### src/rtl/dma_pkg.sv
// Shared definitions for the DMA transfer engine: FSM states, control-register
// field positions and interrupt status encodings.
package dma_pkg;

  typedef enum logic [2:0] {
    IDLE    = 3'd0,
    RD_REQ  = 3'd1,
    RD_WAIT = 3'd2,
    WR_REQ  = 3'd3,
    FIN     = 3'd4
  } dma_state_e;

  localparam int CTRL_START   = 0;
  localparam int CTRL_DIR     = 1;
  localparam int CTRL_ABORT   = 2;
  localparam int CTRL_LEN_LSB = 16;
  localparam int CTRL_LEN_MSB = 31;
  localparam int LEN_WIDTH    = CTRL_LEN_MSB - CTRL_LEN_LSB + 1;

  localparam logic [LEN_WIDTH-1:0] LEN_ZERO = 16'd0;
  localparam logic [LEN_WIDTH-1:0] LEN_ONE  = 16'd1;

  localparam logic [1:0] ST_NONE  = 2'b00;
  localparam logic [1:0] ST_DONE  = 2'b01;
  localparam logic [1:0] ST_ABORT = 2'b10;

endpackage

### src/rtl/dma_xfer_engine.sv
// Single-port DMA copy engine: moves LEN words between IO space and memory,
// one read followed by one write per word, then signals completion or abort.
module dma_xfer_engine
  import dma_pkg::*;
#(
  parameter int ADDR_WIDTH = 32,
  parameter int DATA_WIDTH = 32
) (
  input  logic                  clk,
  input  logic                  reset,
  input  logic [DATA_WIDTH-1:0] control,
  input  logic [DATA_WIDTH-1:0] io_address,
  input  logic [DATA_WIDTH-1:0] mem_address,
  output logic                  m_valid,
  output logic                  m_wr_en,
  output logic [ADDR_WIDTH-1:0] m_addr,
  output logic [DATA_WIDTH-1:0] m_wdata,
  input  logic                  m_ready,
  input  logic                  m_rvalid,
  input  logic [DATA_WIDTH-1:0] m_rdata,
  output logic                  busy,
  output logic                  intr_set,
  output logic [1:0]            intr_status
);

  localparam logic [ADDR_WIDTH-1:0] STRIDE = ADDR_WIDTH'(DATA_WIDTH / 8);

  dma_state_e            state_r;
  logic                  start_prev_r;
  logic                  abort_seen_r;
  logic [ADDR_WIDTH-1:0] src_r;
  logic [ADDR_WIDTH-1:0] dst_r;
  logic [LEN_WIDTH-1:0]  remaining_r;
  logic [DATA_WIDTH-1:0] word_buf_r;
  logic                  m_valid_r;
  logic                  m_wr_en_r;
  logic [ADDR_WIDTH-1:0] m_addr_r;
  logic                  busy_r;
  logic                  intr_set_r;
  logic [1:0]            intr_status_r;

  logic                  start_edge_s;
  logic                  abort_s;
  logic                  dir_s;
  logic [LEN_WIDTH-1:0]  len_s;
  logic [ADDR_WIDTH-1:0] io_base_s;
  logic [ADDR_WIDTH-1:0] mem_base_s;

  assign start_edge_s = control[CTRL_START] & ~start_prev_r;
  assign abort_s      = control[CTRL_ABORT];
  assign dir_s        = control[CTRL_DIR];
  assign len_s        = control[CTRL_LEN_MSB:CTRL_LEN_LSB];
  assign io_base_s    = io_address[ADDR_WIDTH-1:0];
  assign mem_base_s   = mem_address[ADDR_WIDTH-1:0];

  assign m_valid     = m_valid_r;
  assign m_wr_en     = m_wr_en_r;
  assign m_addr      = m_addr_r;
  assign m_wdata     = word_buf_r;
  assign busy        = busy_r;
  assign intr_set    = intr_set_r;
  assign intr_status = intr_status_r;

  // Transfer FSM with its address/word counters, word buffer and registered master outputs.
  always_ff @(posedge clk or posedge reset) begin
    if (reset) begin
      state_r       <= IDLE;
      start_prev_r  <= 1'b0;
      abort_seen_r  <= 1'b0;
      src_r         <= '0;
      dst_r         <= '0;
      remaining_r   <= '0;
      word_buf_r    <= '0;
      m_valid_r     <= 1'b0;
      m_wr_en_r     <= 1'b0;
      m_addr_r      <= '0;
      busy_r        <= 1'b0;
      intr_set_r    <= 1'b0;
      intr_status_r <= ST_NONE;
    end else begin
      start_prev_r <= control[CTRL_START];
      intr_set_r   <= 1'b0;
      case (state_r)
        IDLE: begin
          busy_r       <= 1'b0;
          abort_seen_r <= 1'b0;
          // A start edge carrying abort is treated as a cancelled request.
          if (start_edge_s && !abort_s) begin
            busy_r      <= 1'b1;
            src_r       <= dir_s ? mem_base_s : io_base_s;
            dst_r       <= dir_s ? io_base_s : mem_base_s;
            remaining_r <= len_s;
            if (len_s == LEN_ZERO) begin
              state_r       <= FIN;
              intr_set_r    <= 1'b1;
              intr_status_r <= ST_DONE;
            end else begin
              state_r       <= RD_REQ;
              m_valid_r     <= 1'b1;
              m_wr_en_r     <= 1'b0;
              m_addr_r      <= dir_s ? mem_base_s : io_base_s;
              intr_status_r <= ST_NONE;
            end
          end else begin
            state_r <= IDLE;
          end
        end
        RD_REQ: begin
          if (m_ready) begin
            state_r   <= RD_WAIT;
            m_valid_r <= 1'b0;
          end else if (abort_s) begin
            state_r       <= FIN;
            m_valid_r     <= 1'b0;
            intr_set_r    <= 1'b1;
            intr_status_r <= ST_ABORT;
          end else begin
            state_r <= RD_REQ;
          end
        end
        RD_WAIT: begin
          // The outstanding read must drain before an abort can take effect.
          if (m_rvalid) begin
            if (abort_seen_r || abort_s) begin
              state_r       <= FIN;
              intr_set_r    <= 1'b1;
              intr_status_r <= ST_ABORT;
            end else begin
              state_r    <= WR_REQ;
              word_buf_r <= m_rdata;
              m_valid_r  <= 1'b1;
              m_wr_en_r  <= 1'b1;
              m_addr_r   <= dst_r;
            end
          end else begin
            abort_seen_r <= abort_seen_r | abort_s;
          end
        end
        WR_REQ: begin
          if (m_ready) begin
            src_r       <= src_r + STRIDE;
            dst_r       <= dst_r + STRIDE;
            remaining_r <= remaining_r - LEN_ONE;
            m_wr_en_r   <= 1'b0;
            if (remaining_r == LEN_ONE) begin
              state_r       <= FIN;
              m_valid_r     <= 1'b0;
              intr_set_r    <= 1'b1;
              intr_status_r <= ST_DONE;
            end else begin
              state_r   <= RD_REQ;
              m_valid_r <= 1'b1;
              m_addr_r  <= src_r + STRIDE;
            end
          end else if (abort_s) begin
            state_r       <= FIN;
            m_valid_r     <= 1'b0;
            m_wr_en_r     <= 1'b0;
            intr_set_r    <= 1'b1;
            intr_status_r <= ST_ABORT;
          end else begin
            state_r <= WR_REQ;
          end
        end
        FIN: begin
          busy_r  <= 1'b0;
          state_r <= IDLE;
        end
        default: begin
          state_r   <= IDLE;
          m_valid_r <= 1'b0;
          busy_r    <= 1'b0;
        end
      endcase
    end
  end

endmodule

### config.mk
export PLATFORM = sky130hd
export DESIGN_NAME = dma_xfer_engine
export DESIGN_NICKNAME = d
export VERILOG_FILES = /design/src/rtl/dma_pkg.sv /design/src/rtl/dma_xfer_engine.sv
export SDC_FILE = /design/constraint.sdc
export NUM_CORES = 1
export LEC_CHECK = 0
export ABC_CLOCK_PERIOD_IN_PS = 15770
export CORE_MARGIN = 3
export CORE_UTILIZATION = 58
export CTS_BUF_LIST = sky130_fd_sc_hd__clkbuf_8
export DETAILED_ROUTE_END_ITERATION = 10
export HOLD_SLACK_MARGIN = 0.12
export PLACE_DENSITY = 0.89
export SLEW_MARGIN = 20
export SYNTH_ARGS = -nofsm -noshare
export SYNTH_HDL_FRONTEND = slang
export SYNTH_SLANG_ARGS = --single-unit
export TNS_END_PERCENT = 5
### constraint.sdc
create_clock -name clk -period 15.77 [get_ports clk]
set_input_delay 3.9425 -clock clk [delete_from_list [all_inputs] [get_ports clk]]
set_output_delay 3.9425 -clock clk [all_outputs]
set_load 0.005 [all_outputs]
-- Word-level counts from Yosys, hierarchy flattened
Cells that the tools add are included.
- flip-flop bits (word level): 155
- logic and storage cells: 118
- add/sub/neg operators: 3
- equality and inequality tests: 16
- multiplexer cells: 64
- bitwise gates (word level): 5
- reduce and logical (&&, ||, !) cells: 17
- operators by type and width (cell ; number):
    two-way mux 32 bit ; 12
    one-hot mux 32 bit (2 select lines) ; 2
    one-hot mux 32 bit (3 select lines) ; 1
    adder 32 x 3 -> 32 bit (second input constant) ; 2
    two-way mux 16 bit ; 2
    one-hot mux 16 bit (2 select lines) ; 1
    two-way mux 3 bit ; 9
    two-way mux 1 bit ; 23
    inequality test 2 bit (second input constant) ; 9
    == test 16 x 1 -> 1 bit (second input constant) ; 1
    logical NOT 16 bit ; 1
    subtractor 16 x 1 -> 16 bit (second input constant) ; 1
    two-way mux 2 bit ; 7
    one-hot mux 3 bit (4 select lines) ; 1
    AND reduction 6 bit ; 2
    one-hot mux 2 bit (4 select lines) ; 1
    AND reduction 7 bit ; 1
    == test 3 x 2 -> 1 bit (second input constant) ; 2
    inequality test 3 bit (second input constant) ; 2
    AND reduction 3 bit ; 2
    one-hot mux 1 bit (5 select lines) ; 1
    AND reduction 5 bit ; 1
    one-hot mux 1 bit (2 select lines) ; 2
    one-hot mux 1 bit (4 select lines) ; 1
    other kinds (15) ; 18

-- Depth between registers and ports, before layout
- depth after elaboration: 5
- mapped depth: 9
- depth with buffers taken out: 7

-- Worst setup path after synthesis
Ideal clock, no wire load.
- kind: input port to flip-flop
- from: input port control[1]
- to: register m_addr_r[0] (netlist: m_addr[0])
- arrival: 5552 ps
- slack: 10093 ps
- stages on the path: 6
- cell sequence: clkbuf_1 buf_1 buf_1 mux2i_1 a21oi_1 mux2_4
- cells in the longest elaborated chain, start to end: 4
- RTL lines (what ; RTL line ; source):
    from (decl) ; dma_xfer_engine.sv:11 ; input logic [DATA_WIDTH-1:0] control,
    two-way mux 32 bit ; dma_xfer_engine.sv:101 ; m_addr_r <= dir_s ? mem_base_s : io_base_s;
    two-way mux 32 bit ; dma_xfer_engine.sv:93 ; if (len_s == LEN_ZERO) begin
    two-way mux 32 bit ; dma_xfer_engine.sv:88 ; if (start_edge_s && !abort_s) begin
    one-hot mux 32 bit (3 select lines) ; dma_xfer_engine.sv:83 ; case (state_r)
    to (signal assigned) ; dma_xfer_engine.sv:101 ;
    to (signal assigned) ; dma_xfer_engine.sv:133 ; m_addr_r <= dst_r;
    to (signal assigned) ; dma_xfer_engine.sv:153 ; m_addr_r <= src_r + STRIDE;
    to (decl) ; dma_xfer_engine.sv:37 ; logic [ADDR_WIDTH-1:0] m_addr_r;
No other way between the ends. The select of a mux whose other input is x is not followed.
A chain may end at the register's enable or synchronous reset.

-- Worst setup path after layout
- from: input port m_ready
- to: register dst_r[29]
- cells in the longest elaborated chain, start to end: 2
- RTL lines (what ; RTL line ; source):
    from (decl) ; dma_xfer_engine.sv:18 ; input logic m_ready,
    inequality test 2 bit (no line) ; -- ;
    AND reduction 3 bit (no line) ; -- ;
    to (signal assigned) ; dma_xfer_engine.sv:91 ; dst_r <= dir_s ? io_base_s : mem_base_s;
    to (signal assigned) ; dma_xfer_engine.sv:142 ; dst_r <= dst_r + STRIDE;
    to (decl) ; dma_xfer_engine.sv:32 ; logic [ADDR_WIDTH-1:0] dst_r;
No other way between the ends.

==> metrics.yaml <==
antenna_found_initial: 0
syn-cell-area_um2: 9766
cts_hold_buf: 0
synth_ff_type: "dfrtp_1"
cp_slowest_cell: "clkdlybuf4s50_1"
yosysWarnings: 0
synth_nets: 1230
seq_area_frac_synth: 0.3972
grt_pass1_wl_um: 47600
yosysMostFrequentCell: "dfrtp_1"
ys_top_cells_by_area: "dfrtp_1 (40%), mux2_2 (6.8%), a21oi_1 (5.6%)"
pwr-share-seq: 0.397
p_sw_uw: 783.2
stdcell_area_um2: 12080
drtPass1Iterations: 6
cts_buffers: 17
grt_pass1_vias: 8883
grt_max_degree: 105
regArea_um2: 3879
crit_type: "input pin to register"
internal-power_uw: 1214
clock_latency_ns: 0.47
cp_top_family: "buffers and inverters"
core-area_um2: 16170
slew_headroom: 0.2833
timing.fmax_mhz: 149.0
place.gp.congestion: 0.9624
postPlaceCellArea_um2: 11640
synth_commonest_cells: "dfrtp_1 (155), a21oi_1 (110), o21ai_0 (90)"
synth_top_cell_by_area: "dfrtp_1"
layout.nets: 1351
whs_ns: 0.4980
cts-root-buf: "clkbuf_8"
portBuffers: 188
cts_sinks: 155
cts_max_level: 4
synth-seq-cells: 155
cts.path.max_buffers: 2
setup_viol: 0
top_level_ports: 202
globalRouteOverflowTotal: 0
syn_inst: 1094
fin_crit_ns: 6.712
setup_slack_ns: 9.058
power_frac_clock: 0.162
hp-class: "register to register"
path_buf_inv: 2
synth_top_area_frac: 0.3972
die_area_um2: 18430
rsz0062_at_grt: "no"
start_kind: "input pin"
skew_ns: 0.01405
post_cts_resized: 0
p_leak_uw: 0.004636
powerDensity_nw_per_um2: 165.4
dp_hpwl_um: 21190
initial_core_util: 0.6038
wl_per_cell_um: 21.11
finalCritPeriodShare: 0.4256
finalMaxSlewViolations: 0
cp_max_fo: 52
row_count: 46
track_usage: 0.3277
finalPower_uw: 1997
async_flop_share: 1.000
path_cells: "clkdlybuf4s50_1 -> and4b_1 -> a21o_2 -> buf_4 -> and3_1 -> a211oi_1 -> a311oi_1"
max-vdd-ir-drop_uv: 81.01
pre_cts_ws_ns: 8.707
vias: 9803
status: "finished, final reports clean"
crit_path_end_kind: "register"
finalHoldViolations: 0
die_h_um: 135.8
nFillCells: 1182
postCtsSetupRepairBufs: 0
crit_path_max_incr_delay_ns: 0.81
synth-edff-count: 0
drt_iter0_drc: 1292
ys_types: 73
drv_cap: 0
wirelength_um: 30480
tns_ns: 0
drc: 0
arrival_ns: 7.09
clk_pin_slew_ns: 0.09
tightest_slew_ns: 1.075
die_w_um: 135.8
power.share.combinational: 0.442
diodes: 0
drive_gt1_frac: 0.1107
r2r_setup_slack_ns: 12.50
multi_input_area_um2: 5453
area_growth_pct: 23.68
ant_nets: 0
synth.avg_cell_area_um2: 8.927
worstPathRequired_ns: 16.15
viasPerCell: 6.789
cts_tree: "done"
swShare: 0.3921
[through the flow]
step / utilization / cells
3_5_place_dp: 0.7197 / 1411
6_report: 0.7468 / 1444
5_1_grt: 0.7468 / 1444
4_1_cts: 0.7456 / 1443
2_1_floorplan: - / 1094
3_3_place_gp: 0.7197 / 1411
[routing by layer]
metal	GRT usage	routed length (µm)
met2	0.5116	13590
met4	0.1618	1531
met1	0.4313	11650
met5	0	0
met3	0.07504	3703
[tightest hold or removal path: cells and delay by family (launching register included)]
| family | cells | cell delay (ns) |
|---|---|---|
| flip-flops | 1 | 0.35 |
| AO/OA/AOI/OAI | 1 | 0.07 |
| AND/OR/NAND/NOR | 1 | 0.05 |
[logic make-up (layout without fill, tap and decap cells)]
| logic type | Yosys count | count (layout) | synth area share |
|---|---|---|---|
| AOI/OAI and AO/OA | 364 | 364 | 0.2341 |
| xor gates and xnor gates | 12 | 12 | 0.01076 |
| adders and majority gates | 4 | 4 | 0.005125 |
| buffers and inverters | 117 | 251 | 0.04651 |
| DFF | 155 | 155 | 0.3972 |
| muxes | 111 | 111 | 0.1285 |
| and+or+nand+nor | 331 | 331 | 0.1778 |
[power by group through the flow]
stage / sequential [µW] / combinational [µW] / clock [µW]
after floorplan: 727 / 550 / 0
after global placement: 778 / 838 / 0
after detailed placement: 789 / 865 / 0
after CTS: 783 / 870 / 326
after global routing: 818 / 958 / 342
final: 792 / 882 / 323
[cell usage in the layout (no fill, tap or decap), drive strengths merged, types with 6 or more instances in the layout]
| cell type | count |
|---|---|
| clkdlybuf4s50 | 187 |
| dfrtp | 155 |
| a21oi | 111 |
| o21ai | 90 |
| nand2 | 73 |
| mux2 | 73 |
| nor2 | 53 |
| mux2i | 38 |
| nand3 | 36 |
| nor3 | 35 |
| nor4 | 32 |
| nand4 | 30 |
| a31oi | 27 |
| inv | 22 |
| o22ai | 19 |
| and3 | 17 |
| clkbuf | 17 |
| a211oi | 15 |
| buf | 13 |
| nor2b | 9 |
| o21a | 9 |
| o22a | 9 |
| xnor2 | 8 |
| or3 | 7 |
| and2 | 7 |
| a311oi | 7 |
| a2bb2oi | 7 |
| and4 | 6 |
| a22oi | 6 |
| a21o | 6 |
[worst paths after layout]
path,end,start,cells past startpoint
setup / recovery,dst_r[29],m_ready,7
hold / removal,src_r[1],src_r[1],2
setup reg to reg,dst_r[29],state_r[1],6
hold reg to reg,src_r[1],src_r[1],2
max in group asynchronous,busy,reset,3
min in group asynchronous,m_wdata[17],reset,2
[state kept, by name, summed over array words and instances (netlist names)]
signal        cells
m_valid           1
start_prev_r      1
intr_status       2
m_addr           32
abort_seen_r      1
intr_set          1
src_r            32
state_r           3
remaining_r      16
dst_r            32
m_wdata          32
busy              1
m_wr_en           1
[area by class of cell]
| cell class | count | area share |
|---|---|---|
| multi-input cells | 822 | 0.4515 |
| flip-flops and latches | 155 | 0.3211 |
| repair buffers | 200 | 0.1641 |
| well taps | 216 | 0.02238 |
| clock buffers | 17 | 0.01937 |
| clock inverters | 15 | 0.01523 |
| inverters | 19 | 0.006319 |
Power figures use the tool's default switching activity.
==> RTL edit 1, RTL diff (same flow settings) <==
Encoding of `dma_state_e`: now one-hot (5 bits for 5 states).
--- a/src/rtl/dma_pkg.sv
+++ b/src/rtl/dma_pkg.sv
@@ -4,8 +4,8 @@
 
-  typedef enum logic [2:0] {
-    IDLE    = 3'd0,
-    RD_REQ  = 3'd1,
-    RD_WAIT = 3'd2,
-    WR_REQ  = 3'd3,
-    FIN     = 3'd4
+  typedef enum logic [4:0] {
+    IDLE    = 5'b00001,
+    RD_REQ  = 5'b00010,
+    RD_WAIT = 5'b00100,
+    WR_REQ  = 5'b01000,
+    FIN     = 5'b10000
   } dma_state_e;
Function: no difference found for any inputs over 4 cycles, from zero or initial values and one cycle with reset high; so few cycles prove little.
==> RTL edit 1 against the original RTL <==
  * Sequential cell count up 2
  * Synthesized area up 0.73%
  * Cell area shrank 0.22%
  * Wire length fell by 4.1%
  * Critical endpoint is now src_r[29]$_DFFE_PP0P_
  * Largest cell class unchanged
  * Setup slack got worse by 0.10 ns
  * Critical path type unchanged
  * Sequential share of layout area up 0.50 points
Power is not compared: it rests on default switching activity, and its combinational part moved more than twofold at a synthesized area within 25%.
==> RTL edit 1: results (changes against the original RTL) <==
\begin{tabular}{lr}
\hline
Metric & Value \\
\hline
\multicolumn{2}{l}{\textbf{Run status}} \\
Result of the run & finished, final reports clean \\
\multicolumn{2}{l}{\textbf{Placement}} \\
Post-DP HPWL & 20.0 mm (-5.6\%) \\
Worst setup slack before clock tree synthesis & 8.62 ns (-0.0869 ns) \\
GPL Wtd Cong & 0.927 (-3.7\%) \\
\multicolumn{2}{l}{\textbf{Critical path}} \\
Kind of cell adding the most delay to the critical path & simple AND/OR/NAND/NOR gates \\
Worst Path Max Fanout & 40 (-23\%) \\
Reg-to-reg critical path startpoint & state\_r[0]\$\_DFFE\_PP1N\_ \\
Largest stage delay on the critical path & 0.72 ns (-0.09 ns) \\
Slowest-stage cell, CP & sky130\_fd\_sc\_hd\_\_nand2\_2 \\
Endpoint of the worst register-to-register path & m\_addr[6]\$\_DFFE\_PP0P\_ \\
Data arrival time of the critical path & 7.18 ns (+0.09 ns) \\
Worst r2r path cells & 5 (-1) \\
Minimum setup slack among reg-to-reg paths & 12.43 ns (-0.07 ns) \\
\multicolumn{2}{l}{\textbf{Clock network}} \\
Skew-Pair Late Insertion Delay & 0.47 ns (about the same) \\
Cts repair resizes & 0 (unchanged) \\
Clock root buffer & sky130\_fd\_sc\_hd\_\_clkbuf\_8 \\
\multicolumn{2}{l}{\textbf{GRT}} \\
Total global routing track utilization & 0.311 (-0.0165) \\
Number of global-route vias before repair & 8827 (-0.63\%) \\
Global-route wire length before repair & 45.8 mm (-3.8\%) \\
Pin count of the biggest net entering global routing & 100 (-4.8\%) \\
\multicolumn{2}{l}{\textbf{Drt}} \\
Total iterations of the first detailed-routing run & 6 (unchanged) \\
Remaining number of nets flagged by the antenna check after routing & 0 (unchanged) \\
Number of vias after detailed routing & 9454 (-3.6\%) \\
Routed len/inst & 20.7 um (-1.7\%) \\
Starting DRC count in detailed routing & 1323 (+2.4\%) \\
\multicolumn{2}{l}{\textbf{Final layout}} \\
Fraction of final layout cells with drive strength greater than 1 & 0.126 (+0.0150) \\
Number of nets in the layout & 1316 (-2.6\%) \\
\multicolumn{2}{l}{\textbf{Synth}} \\
Most instantiated cells after synthesis & sky130\_fd\_sc\_hd\_\_dfrtp\_1 (156), sky130\_fd\_sc\_hd\_\_a21oi\_1 (81), sky130\_fd\_sc\_hd\_\_nand2\_1 (75) \\
Count of unique library cells instantiated by Yosys & 79 (+8.2\%) \\
Post-Syn Nets & 1180 (-4.1\%) \\
Sequential cell area fraction in the yosys report & 0.400 (+0.00234) \\
Most area-consuming cells after synthesis & sky130\_fd\_sc\_hd\_\_dfrtp\_1 (40\%), sky130\_fd\_sc\_hd\_\_mux2\_2 (7.1\%), sky130\_fd\_sc\_hd\_\_a21oi\_1 (4.1\%) \\
\multicolumn{2}{l}{\textbf{Timing}} \\
Final clock skew & 0.0143 ns (+0.000217 ns) \\
Pin slew with the least headroom to its limit & 1.25 ns (+0.171 ns) \\
\multicolumn{2}{l}{\textbf{Min path}} \\
Start point of the worst hold path & src\_r[1]\$\_DFFE\_PP0P\_ \\
\hline
\end{tabular}
## RTL edit 1: power breakdown
group | internal, uW | total, uW | switching, uW | leakage [uW]
sequential | 477 | 568 | 90.7 | 0.00192
combinational | 173 | 301 | 128 | 0.00281
clock | 130 | 304 | 174 | 0.000199
## RTL edit 1: worst max-delay path by stage
stage,slack [ns],endpoint,start,cells after the start
2_1_floorplan,7.59,abort_seen_r$_DFFE_PP0P_,reset,1
3_3_place_gp,8.67,src_r[29]$_DFFE_PP0P_,control[2],7
3_5_place_dp,8.62,src_r[6]$_DFFE_PP0P_,control[2],7
4_1_cts,9.09,src_r[29]$_DFFE_PP0P_,control[2],7
5_1_grt,8.77,dst_r[2]$_DFFE_PP0P_,control[2],7
6_report,8.95,src_r[29]$_DFFE_PP0P_,control[2],7
## RTL edit 1: cell type report
type | count | area, um^2
sequential | 157 | 3930
tap | 216 | 270
clock inverter | 15 | 151
multi-input combinational | 788 | 5440
timing repair buffer | 199 | 1960
fill | 1170 | 4180
clock buffer | 17 | 234
inverter | 17 | 68.8
## RTL edit 1: cells by family after synthesis
| group | Yosys count | synth area share |
|---|---|---|
| adders and majority gates | 4 | 0.00509 |
| muxes | 122 | 0.145 |
| xor gates and xnor gates | 13 | 0.0116 |
| buffers and inverters | 99 | 0.0488 |
| DFF | 157 | 0.400 |
| and+or+nand+nor | 343 | 0.190 |
| AOI/OAI and AO/OA | 306 | 0.200 |
## RTL edit 1: layer usage
| layer | track usage | up-vias | part of all wire |
|---|---|---|---|
| li1 | - | 4237 | - |
| met1 | 0.409 | 4535 | 0.38 |
| met2 | 0.509 | 589 | 0.49 |
| met3 | 0.0655 | 93 | 0.097 |
| met4 | 0.116 | 0 | 0.031 |
| met5 | 0 | - | 0 |
## RTL edit 1: worst min-delay path, stage by stage (launching register included)
cell	delay (ns)
sky130_fd_sc_hd__dfrtp_1	0.36
sky130_fd_sc_hd__nand2_1	0.05
sky130_fd_sc_hd__o21ai_0	0.06
## RTL edit 1: stage by stage
step	cell area (um^2)	power [uW]	std cells	hold slack (ns)	util
6_report	12100	1170	1409	0.498	0.743
2_1_floorplan	9840	725	1044	0.450	-
4_1_cts	12100	1170	1409	0.500	0.743
3_3_place_gp	11700	854	1377	0.462	0.719
3_5_place_dp	11700	868	1377	0.478	0.719
5_1_grt	12100	1230	1409	0.523	0.743
==> RTL edit 2, RTL diff (same settings) <==
Without the edit above. Change the parameter `ADDR_WIDTH` from 32 to 16.
--- a/src/rtl/dma_xfer_engine.sv
+++ b/src/rtl/dma_xfer_engine.sv
@@ -5,3 +5,3 @@
 #(
-  parameter int ADDR_WIDTH = 32,
+  parameter int ADDR_WIDTH = 16,
   parameter int DATA_WIDTH = 32
Interface: changed (resized m_addr); port bits go from 202 to 186. No check against the original RTL was run, so the function may have changed too.
==> RTL edit 2 against the original RTL <==
  * Register-to-register slack better by 0.04 ns
  * Utilization increased by 2.2 points
  * Maximum frequency up 5.6%
  * Sequential power is 34% lower
  * Clock skew fell by 0.00059 ns
  * Setup slack improved by 0.36 ns
  * Synthesized area is 37% lower
  * Total power is 39% lower
  * Sequential cell count decreased by 48
  * Die area decreased by 36%
  * Cell area shrank 36%
  * Wire length down 46%
==> RTL edit 2: results (changes against the original RTL) <==
\begin{tabular}{lr}
\hline
Metric & Value \\
\hline
\multicolumn{2}{l}{\textbf{Drt}} \\
Average vias per placed instance & 6.32 (-6.9\%) \\
Total iterations of the first detailed-routing run & 5 (-1) \\
Final routed wirelength across all metal layers & 16.3 mm (-46\%) \\
\multicolumn{2}{l}{\textbf{GRT}} \\
Number of global-route vias before repair & 5274 (-41\%) \\
Pin count of the biggest net entering global routing & 76 (-28\%) \\
\multicolumn{2}{l}{\textbf{Final layout}} \\
Cell area after layout & 7690 um\^{}2 (-36\%) \\
Multi-input logic portion of the cell area & 0.412 (-0.0399) \\
Clock network area share & 0.0228 (-0.0118) \\
Number of nets in the layout & 874 (-35\%) \\
Buffer count excluding the clock tree in the final layout & 146 (-27\%) \\
Data buffer area share & 0.189 (+0.0244) \\
Fraction of final layout cells with drive strength greater than 1 & 0.123 (+0.0119) \\
Count of inverters other than clock inverters in the layout & 14 (-5) \\
\multicolumn{2}{l}{\textbf{Placement}} \\
Count of buffers inserted at the top-level ports & 140 (-26\%) \\
GPL Wtd Cong & 0.885 (-8.1\%) \\
Instance area at placement & 7490 um\^{}2 (-36\%) \\
Number of placed instances, taps included & 859 (-39\%) \\
Worst setup slack before clock tree synthesis & 8.66 ns (-0.0488 ns) \\
\multicolumn{2}{l}{\textbf{Timing}} \\
Pin slew with the least headroom to its limit & 1.08 ns (+0.00762 ns) \\
Time the worst path needs with I/O delays and setup & 6.36 ns (-0.356 ns) \\
Final hold slack & 0.494 ns (-0.00407 ns) \\
Final clock skew & 0.0135 ns (-0.000592 ns) \\
\multicolumn{2}{l}{\textbf{Run status}} \\
Result of the run & finished, final reports clean \\
\multicolumn{2}{l}{\textbf{Critical path}} \\
Critical Path Start & control[2] \\
Crit path to & remaining\_r[3]\$\_DFFE\_PP0P\_ \\
Data arrival time of the critical path & 6.60 ns (-0.49 ns) \\
\multicolumn{2}{l}{\textbf{Clock network}} \\
CTS H-tree lvls & 3 (-1) \\
Skew-Pair Late Insertion Delay & 0.37 ns (-0.10 ns) \\
CTS Sinks & 107 (-31\%) \\
\multicolumn{2}{l}{\textbf{Min path}} \\
Worst hold endpoint & dst\_r[1]\$\_DFFE\_PP0P\_ \\
Start point of the worst hold path & dst\_r[1]\$\_DFFE\_PP0P\_ \\
\multicolumn{2}{l}{\textbf{Synth}} \\
Sequential cell area fraction in the yosys report & 0.438 (+0.0408) \\
Most area-consuming cells after synthesis & sky130\_fd\_sc\_hd\_\_dfrtp\_1 (44\%), sky130\_fd\_sc\_hd\_\_mux2\_2 (9.2\%), sky130\_fd\_sc\_hd\_\_a21oi\_1 (4.9\%) \\
Count of unique library cells instantiated by Yosys & 69 (-5.5\%) \\
Cell area after technology mapping & 6110 um\^{}2 (-37\%) \\
\multicolumn{2}{l}{\textbf{Pwr}} \\
Maximum resistive drop on vdd & 0.0973 mV (+20\%) \\
Leakage Power & 0.00307 uW (-34\%) \\
\hline
\end{tabular}
RTL edit 2: changes by cell type in the layout (fill, tap and decap cells not counted), moves of 15 or more:
cell / unedited run / this run
sky130_fd_sc_hd__a21oi_1: 110 / 60
sky130_fd_sc_hd__clkdlybuf4s50_1: 187 / 139
sky130_fd_sc_hd__dfrtp_1: 155 / 107
sky130_fd_sc_hd__nand2_1: 73 / 34
sky130_fd_sc_hd__o21ai_0: 90 / 54
sky130_fd_sc_hd__nand4_1: 30 / 7
sky130_fd_sc_hd__nor4_1: 32 / 9
sky130_fd_sc_hd__nand3_1: 36 / 15
sky130_fd_sc_hd__a31oi_1: 27 / 7
sky130_fd_sc_hd__mux2i_1: 38 / 21
sky130_fd_sc_hd__nor3_1: 35 / 20
RTL edit 2: layer usage:
layer | share of wire | track usage | vias to the layer above
li1 | - | - | 2552
met2 | 0.50 | 0.455 | 262
met3 | 0.077 | 0.0480 | 27
met5 | 0 | 0 | -
met1 | 0.41 | 0.384 | 2687
met4 | 0.016 | 0.0640 | 0
RTL edit 2: cells by family after synthesis:
logic type / after synthesis / share of synthesized area
AND/OR/NAND/NOR: 169 / 0.142
flip-flops: 107 / 0.438
XOR/XNOR: 9 / 0.0129
adder cells (fa/ha/maj): 4 / 0.00819
multiplexers: 80 / 0.149
AO/OA/AOI/OAI: 198 / 0.205
buffers and inverters: 62 / 0.0452
RTL edit 2: power breakdown:
part / internal, uW / switching, uW / total (uW)
Clock: 58.7 / 102 / 160
Combinational: 304 / 234 / 538
Sequential: 401 / 118 / 519
Total: 763 / 453 / 1220
RTL edit 2: critical path, delay by kind of cell:
family	cells	cell delay, ns
AO/OA/AOI/OAI	2	0.39
buffers and inverters	1	0.59
AND/OR/NAND/NOR	3	1.65
